--- src/rtl/gray_step_arbiter.sv ---
// Round-robin front end for a shared 3-bit Gray step counter: grants one requester
// at a time, steps or clears the counter, and hands the settled value back.
module gray_step_arbiter (
  input  logic       Clk,
  input  logic       Reset,
  input  logic       Req0,
  input  logic       Req1,
  input  logic [2:0] Cnt0,
  input  logic [2:0] Cnt1,
  input  logic       Clr0,
  input  logic       Clr1,
  input  logic [2:0] GrayIn,
  input  logic       OvfIn,
  output logic       CntEn,
  output logic       CntReset,
  output logic       Gnt0,
  output logic       Gnt1,
  output logic       Done0,
  output logic       Done1,
  output logic       Busy,
  output logic [2:0] Result,
  output logic       OvfOut
);

  localparam logic [1:0] S_IDLE  = 2'd0;
  localparam logic [1:0] S_STEP  = 2'd1;
  localparam logic [1:0] S_CLEAR = 2'd2;
  localparam logic [1:0] S_WAIT  = 2'd3;

  logic [1:0] state;
  logic [3:0] rem;
  logic       owner;
  logic       last;

  logic       win;
  logic [2:0] sel_cnt;
  logic       sel_clr;

  // A tie goes to whoever did not win last time.
  always_comb begin
    win = 1'b0;
    if (Req0 && !Req1)      win = 1'b0;
    else if (Req1 && !Req0) win = 1'b1;
    else                    win = ~last;
    sel_cnt = win ? Cnt1 : Cnt0;
    sel_clr = win ? Clr1 : Clr0;
  end

  // Counter controls are pure state decodes so no request can glitch them.
  assign CntEn    = (state == S_STEP);
  assign CntReset = (state == S_CLEAR);
  assign Busy     = (state != S_IDLE);

  always_ff @(posedge Clk) begin
    if (Reset) begin
      state  <= S_IDLE;
      rem    <= 4'd0;
      owner  <= 1'b0;
      last   <= 1'b1;
      Gnt0   <= 1'b0;
      Gnt1   <= 1'b0;
      Done0  <= 1'b0;
      Done1  <= 1'b0;
      Result <= 3'd0;
      OvfOut <= 1'b0;
    end else begin
      Gnt0  <= 1'b0;
      Gnt1  <= 1'b0;
      Done0 <= 1'b0;
      Done1 <= 1'b0;
      case (state)
        S_IDLE: begin
          if (Req0 || Req1) begin
            owner <= win;
            last  <= win;
            Gnt0  <= ~win;
            Gnt1  <= win;
            if (sel_clr) begin
              state <= S_CLEAR;
            end else begin
              state <= S_STEP;
              rem   <= (sel_cnt == 3'd0) ? 4'd8 : {1'b0, sel_cnt};
            end
          end
        end
        S_STEP: begin
          rem <= rem - 4'd1;
          if (rem == 4'd1) state <= S_WAIT;
        end
        S_CLEAR: state <= S_WAIT;
        S_WAIT: begin
          // One idle cycle has let the counter output settle before capture.
          Result <= GrayIn;
          OvfOut <= OvfIn;
          Done0  <= ~owner;
          Done1  <= owner;
          state  <= S_IDLE;
        end
        default: state <= S_IDLE;
      endcase
    end
  end

endmodule

--- config.mk ---
export PLATFORM = sky130hd
export DESIGN_NAME = gray_step_arbiter
export DESIGN_NICKNAME = d
export VERILOG_FILES = /design/src/rtl/gray_step_arbiter.sv
export SDC_FILE = /design/constraint.sdc
export NUM_CORES = 1
export LEC_CHECK = 0
export CAP_MARGIN = 40
export CORE_MARGIN = 1
export CORE_UTILIZATION = 50
export DETAILED_ROUTE_END_ITERATION = 16
export DONT_BUFFER_PORTS = 1
export PLACE_DENSITY = 0.7
export SLEW_MARGIN = 30
export SYNTH_ARGS = -nofsm -noshare
export SYNTH_HDL_FRONTEND = slang
export SYNTH_SLANG_ARGS = --single-unit
--- constraint.sdc ---
create_clock -name Clk -period 1.7 [get_ports Clk]
set_input_delay 0.255 -clock Clk [delete_from_list [all_inputs] [get_ports Clk]]
set_output_delay 0.255 -clock Clk [all_outputs]
set_load 0.02 [all_outputs]
* Word level (Yosys, flattened, before mapping)
Cells that the tools add are included.
** Storage, ports and cells
- Register bits :: 16
- Bits of input ports :: 16
- Output and inout bits :: 11
** Cells by class
- $add $sub $neg :: 1
- Eq/ne operators :: 7
- Multiplexer cells :: 12
- Bitwise gates (word level) :: 6
- Reductions and logical operators :: 14
** Operators with widths (count)
- 4-bit two-way mux :: 3
- 2-bit one-hot mux with 4 select lines :: 1
- 4-bit one-hot mux with 2 select lines :: 1
- 2-bit two-way mux :: 3
- 1-bit NOT :: 6
- 2-bit equality test, second input constant :: 2
- 4-bit by 1-bit equality test with 1-bit output, second input constant :: 1
- 2-bit inequality test, second input constant :: 2
- 2-bit AND reduction :: 2
- 2-bit nonzero test :: 2
- 4-bit by 1-bit subtractor with 4-bit output, second input constant :: 1
- 3-bit logical NOT :: 1
- 1-bit two-way mux :: 3
- 3-bit two-way mux :: 1
- 3-bit AND reduction :: 1
- 3-bit OR reduction :: 1
- 2-bit by 1-bit equality test with 1-bit output, second input constant :: 1
- 1-bit logical AND :: 2
- 1-bit logical NOT :: 2
- 2-bit logical NOT :: 1
- 2-bit by 1-bit inequality test with 1-bit output, second input constant :: 1
- 2-bit OR reduction :: 1
- 1-bit logical OR :: 1

* Depth between registers and ports, before layout
- Depth in word-level cells :: 10
- Depth in mapped cells :: 8

* Worst setup path before layout
Ideal clock, no wire load.
- Path kind :: flip-flop to flip-flop
- From :: register state[1]
- To :: register state[0]
- Library setup time :: 0.071 ns
- Data arrival time :: 1.564 ns
- Required time :: 1.629 ns
- Slack :: 0.065 ns
- Cell stages (with the launch flop) :: 7
- Buffers on the path :: 1
- Clock period less this slack :: 1.635 ns
- Path through :: dfxtp_1 inv_1 ha_1 clkbuf_1 a21o_1 or3_1 a21oi_1
** Between the ends
- Cells in the longest elaborated chain, start to end :: 3
** RTL lines
- start: declaration :: RTL line 30 : logic [1:0] state;
- start signal: assignment :: RTL line 56 : state <= S_IDLE;
- start signal: assignment :: RTL line 79 : state <= S_CLEAR;
- start signal: assignment :: RTL line 81 : state <= S_STEP;
- 2-bit by 1-bit equality test with 1-bit output (*)
- net CntEn :: RTL line 14 : output logic CntEn,
- 2-bit by 1-bit inequality test with 1-bit output (no source line)
- 2-bit AND reduction (no source line)
The timed path passes the listed nets; every way through them passes the cells marked *.
A chain may end at the register's enable or synchronous reset.

* Worst setup path after layout
- From :: register state[1]
- To :: register rem[0]
** Between the ends
- Cells in the longest elaborated chain, start to end :: 3
** RTL lines
- 2-bit logical NOT / 2-bit by 1-bit equality test with 1-bit output (equally long branches) :: RTL line 71 : case (state)
- 2-bit inequality test (no source line) / 2-bit nonzero test (equally long branches)
- 3-bit AND reduction (no source line)
- end signal: assignment :: RTL line 82 : rem <= (sel_cnt == 3'd0) ? 4'd8 : {1'b0, sel_cnt};
- end signal: assignment :: RTL line 87 : rem <= rem - 4'd1;
- end: declaration :: RTL line 31 : logic [3:0] rem;
Parallel ways exist; a longest one is shown, timed or not.

==> flow_summary.yaml <==
setup_path:
  required_ps: 1920
  critPathTopFamily: "simple AND/OR/NAND/NOR gates"
  path_cells: "inv_1 -> ha_1 -> buf_4 -> nor2_1 -> nor2_1 -> o211ai_2 -> or2_4 -> o21ai_2"
  endpoint_kind: "flop"
  path_max_fanout: 7
  crit_top_cell: "nor2_1"
  criticalPathCategory: "reg -> reg"
  cp-start-kind: "flop"
  reg2regPathDepth: 8
  path_buf_inv: 2
  slowest_stage: "dfxtp_1"
  crit_cells: 8
  worstPathArrival_ps: 1790
  slowest_delay_ps: 340
routing:
  routed_wl_microns: 1564
  first_pass_iters: 4
  vias: 703
  drt-vias-per-instance: 5.450
  drtIter0Drc: 12
  wire_per_inst_microns: 12.12
  drc: 0
  drtAntennaViolNets: 0
hold_path:
  hold-path-cell-count: 1
  hp-class: "in -> reg"
grt:
  overflow: 0
  grt_pass1_wl_microns: 2442
  antenna_found_initial: 0
  grt_pass1_vias: 597
  grt_max_degree: 18
  gr-usage-all-layers_pct: 17.07
status:
  status: "finished, final reports clean"
sta:
  hold_slack_ps: 18.89
  finalHoldViolCount: 0
  fin_crit_ps: 1574
  tightest_slew_ps: 324.1
  skew_ps: 2.654
  rsz0062_at_grt: "false"
  fmax_ghz: 0.6353
  fin_crit_sh_pct: 92.60
  slew_violations: 0
  setup_viol: 0
  setup_tns_ps: 0
  slew_headroom_pct: 78.36
power_and_ir_drop:
  ir_worst_vdd_mv: 0.8200
  p_int_uw: 951.7
  leakagePower_nw: 0.4052
  combPwrFrac_pct: 48.8
  seqPwrFrac_pct: 36.1
  switchingPower_uw: 673.6
  sw_frac_of_total_pct: 41.45
  power_density_nw_per_um2: 1657
  p_clk_share_pct: 15.1
clocking:
  cts-root-buf: "clkbuf_4"
  clock_latency_ps: 280
  post-cts-setup-buffers: 0
  cts_made_buffers: 3
  hold_buffers: 0
  cts_buffer_depth: 2
  cts_tree: "done"
  clk_pin_slew_ps: 90
  h-tree-depth: 1
  cts.sinks: 16
  cts_resized: 0
finish:
  fin_util_pct: 57.44
  drive_above_1_share_pct: 17.31
  final_area_sq_um: 980.9
  final_cell_mix: "dfxtp_1 (15), nor2_1 (12), inv_1 (8), nand2_1 (8), ha_1 (6)"
  multi_input_area_sq_um: 539.3
  fin_nets: 127
  antenna_cells: 0
  seqCellArea_sq_um: 321.6
  final_common_cell: "dfxtp_1"
  fill_cells: 162
  area_growth_pct: 7.692
placed_design:
  dpl_cell_area_sq_um: 943.4
  dp_hpwl_microns: 1204
  io_buffers: 0
  globalplace.congestion: 0.7632
logic_synthesis:
  synth_warnings: 0
  synth.cell_area_sq_um: 910.9
  synthesis.nets: 124
  synth-seq-cells: 16
  synth-seq-area-share_pct: 35.16
  synth.avg_cell_area_sq_um: 8.930
  yosysUniqueCellTypes: 37
  synth_cells: 102
job:
  cap_violations: 0
floorplanning:
  rows: 15
  core_sq_um: 1708
  die_x_microns: 44.68
  die_height_microns: 44.68
  start_util_pct: 53.33
  die_area_sq_um: 1996
  io_pins: 27
power groups by stage:
stage	clock (mW)	combinational [mW]	sequential, mW
floorplan	0	0.664	0.555
global placement	0	0.774	0.584
detailed placement	0	0.790	0.594
CTS	0.257	0.793	0.585
global route	0.268	0.892	0.600
finish	0.246	0.793	0.587
cell type report:
class	instances	share of cell area, %
flip-flops and latches	16	32.78
well taps	25	3.189
clock buffers	4	3.699
inverters	8	3.061
repair buffers	3	2.296
multi-input cells	73	54.97
routing by layer:
| layer | wire, microns | vias to the layer above | track usage, % |
|---|---|---|---|
| met5 | 0 | - | 0 |
| met4 | 26 | 0 | 9.091 |
| met3 | 80 | 4 | 3.673 |
| met2 | 764 | 27 | 30.00 |
| met1 | 693 | 313 | 19.06 |
| li1 | - | 359 | - |
sequential cells by signal (all words and copies together), names as in the netlist:
| name | count |
|---|---|
| Done1 | 1 |
| owner | 1 |
| Done0 | 1 |
| state | 2 |
| OvfOut | 1 |
| Gnt1 | 1 |
| rem | 4 |
| Result | 3 |
| last | 1 |
| Gnt0 | 1 |
stage by stage:
stage                     instances  power, mW  worst slack, ps
after detailed placement        125      1.383            101.3
after global routing            129      1.760            12.53
after CTS                       129      1.635            80.63
after global placement          125      1.358            173.9
final                           129      1.625            125.8
after floorplan                 102      1.219            64.93
synth_stat cells:
| master | count | area, sq um |
|---|---|---|
| dfxtp_1 | 16 | 320.3 |
| nor2_1 | 12 | 45.04 |
| inv_1 | 8 | 30.03 |
| nand2_1 | 8 | 30.03 |
| ha_1 | 6 | 75.07 |
| mux2i_1 | 5 | 50.05 |
| a21oi_1 | 4 | 20.02 |
| a211oi_1 | 3 | 22.52 |
| clkbuf_1 | 3 | 11.26 |
| o21ai_2 | 3 | 26.28 |
| a21o_1 | 2 | 15.01 |
| buf_2 | 2 | 10.01 |
| mux2_1 | 2 | 22.52 |
| nor2b_1 | 2 | 12.51 |
| nor3b_1 | 2 | 15.01 |
| o21ai_1 | 2 | 10.01 |
| o22a_1 | 2 | 17.52 |
| a211o_1 | 1 | 8.760 |
| a22oi_1 | 1 | 7.510 |
| and2_1 | 1 | 6.260 |
| and3b_1 | 1 | 8.760 |
| nand2b_2 | 1 | 8.760 |
| nand3b_1 | 1 | 7.510 |
| nor2b_4 | 1 | 13.76 |
| nor3_1 | 1 | 5.000 |
| nor4_1 | 1 | 6.260 |
| o2111ai_2 | 1 | 15.01 |
| o211ai_1 | 1 | 7.510 |
| o211ai_2 | 1 | 12.51 |
| o21a_2 | 1 | 8.760 |
| o21ai_0 | 1 | 5.000 |
| o21ba_1 | 1 | 10.01 |
| o31a_1 | 1 | 8.760 |
| o32ai_2 | 1 | 16.27 |
| or2_0 | 1 | 6.260 |
| or2_4 | 1 | 8.760 |
| or3_1 | 1 | 6.260 |
worst register-to-register path, delay by kind of cell (launching register included):
family / cells / cell delay, ps
AOI/OAI and AO/OA: 2 / 290
adders and majority gates: 1 / 170
buffers and inverters: 2 / 260
DFF: 1 / 340
and+or+nand+nor: 3 / 450
logic make-up (layout without fill, tap and decap cells):
logic type                 after synthesis  count (layout)  share of synthesized area (%)
adders and majority gates                6               6                          8.242
muxes                                    7               7                          7.967
buffers and inverters                   13              15                          5.632
DFF                                     16              16                          35.17
AOI/OAI and AO/OA                       26              26                          23.22
and+or+nand+nor                         34              34                          19.78
final timing paths:
kind	startpoint	end	slack [ps]
min reg2reg	owner	Done0	440
min	Reset	state[0]	20
max	state[1]	rem[0]	130
max reg2reg	state[1]	rem[0]	130
(Power assumes the default switching activity.)
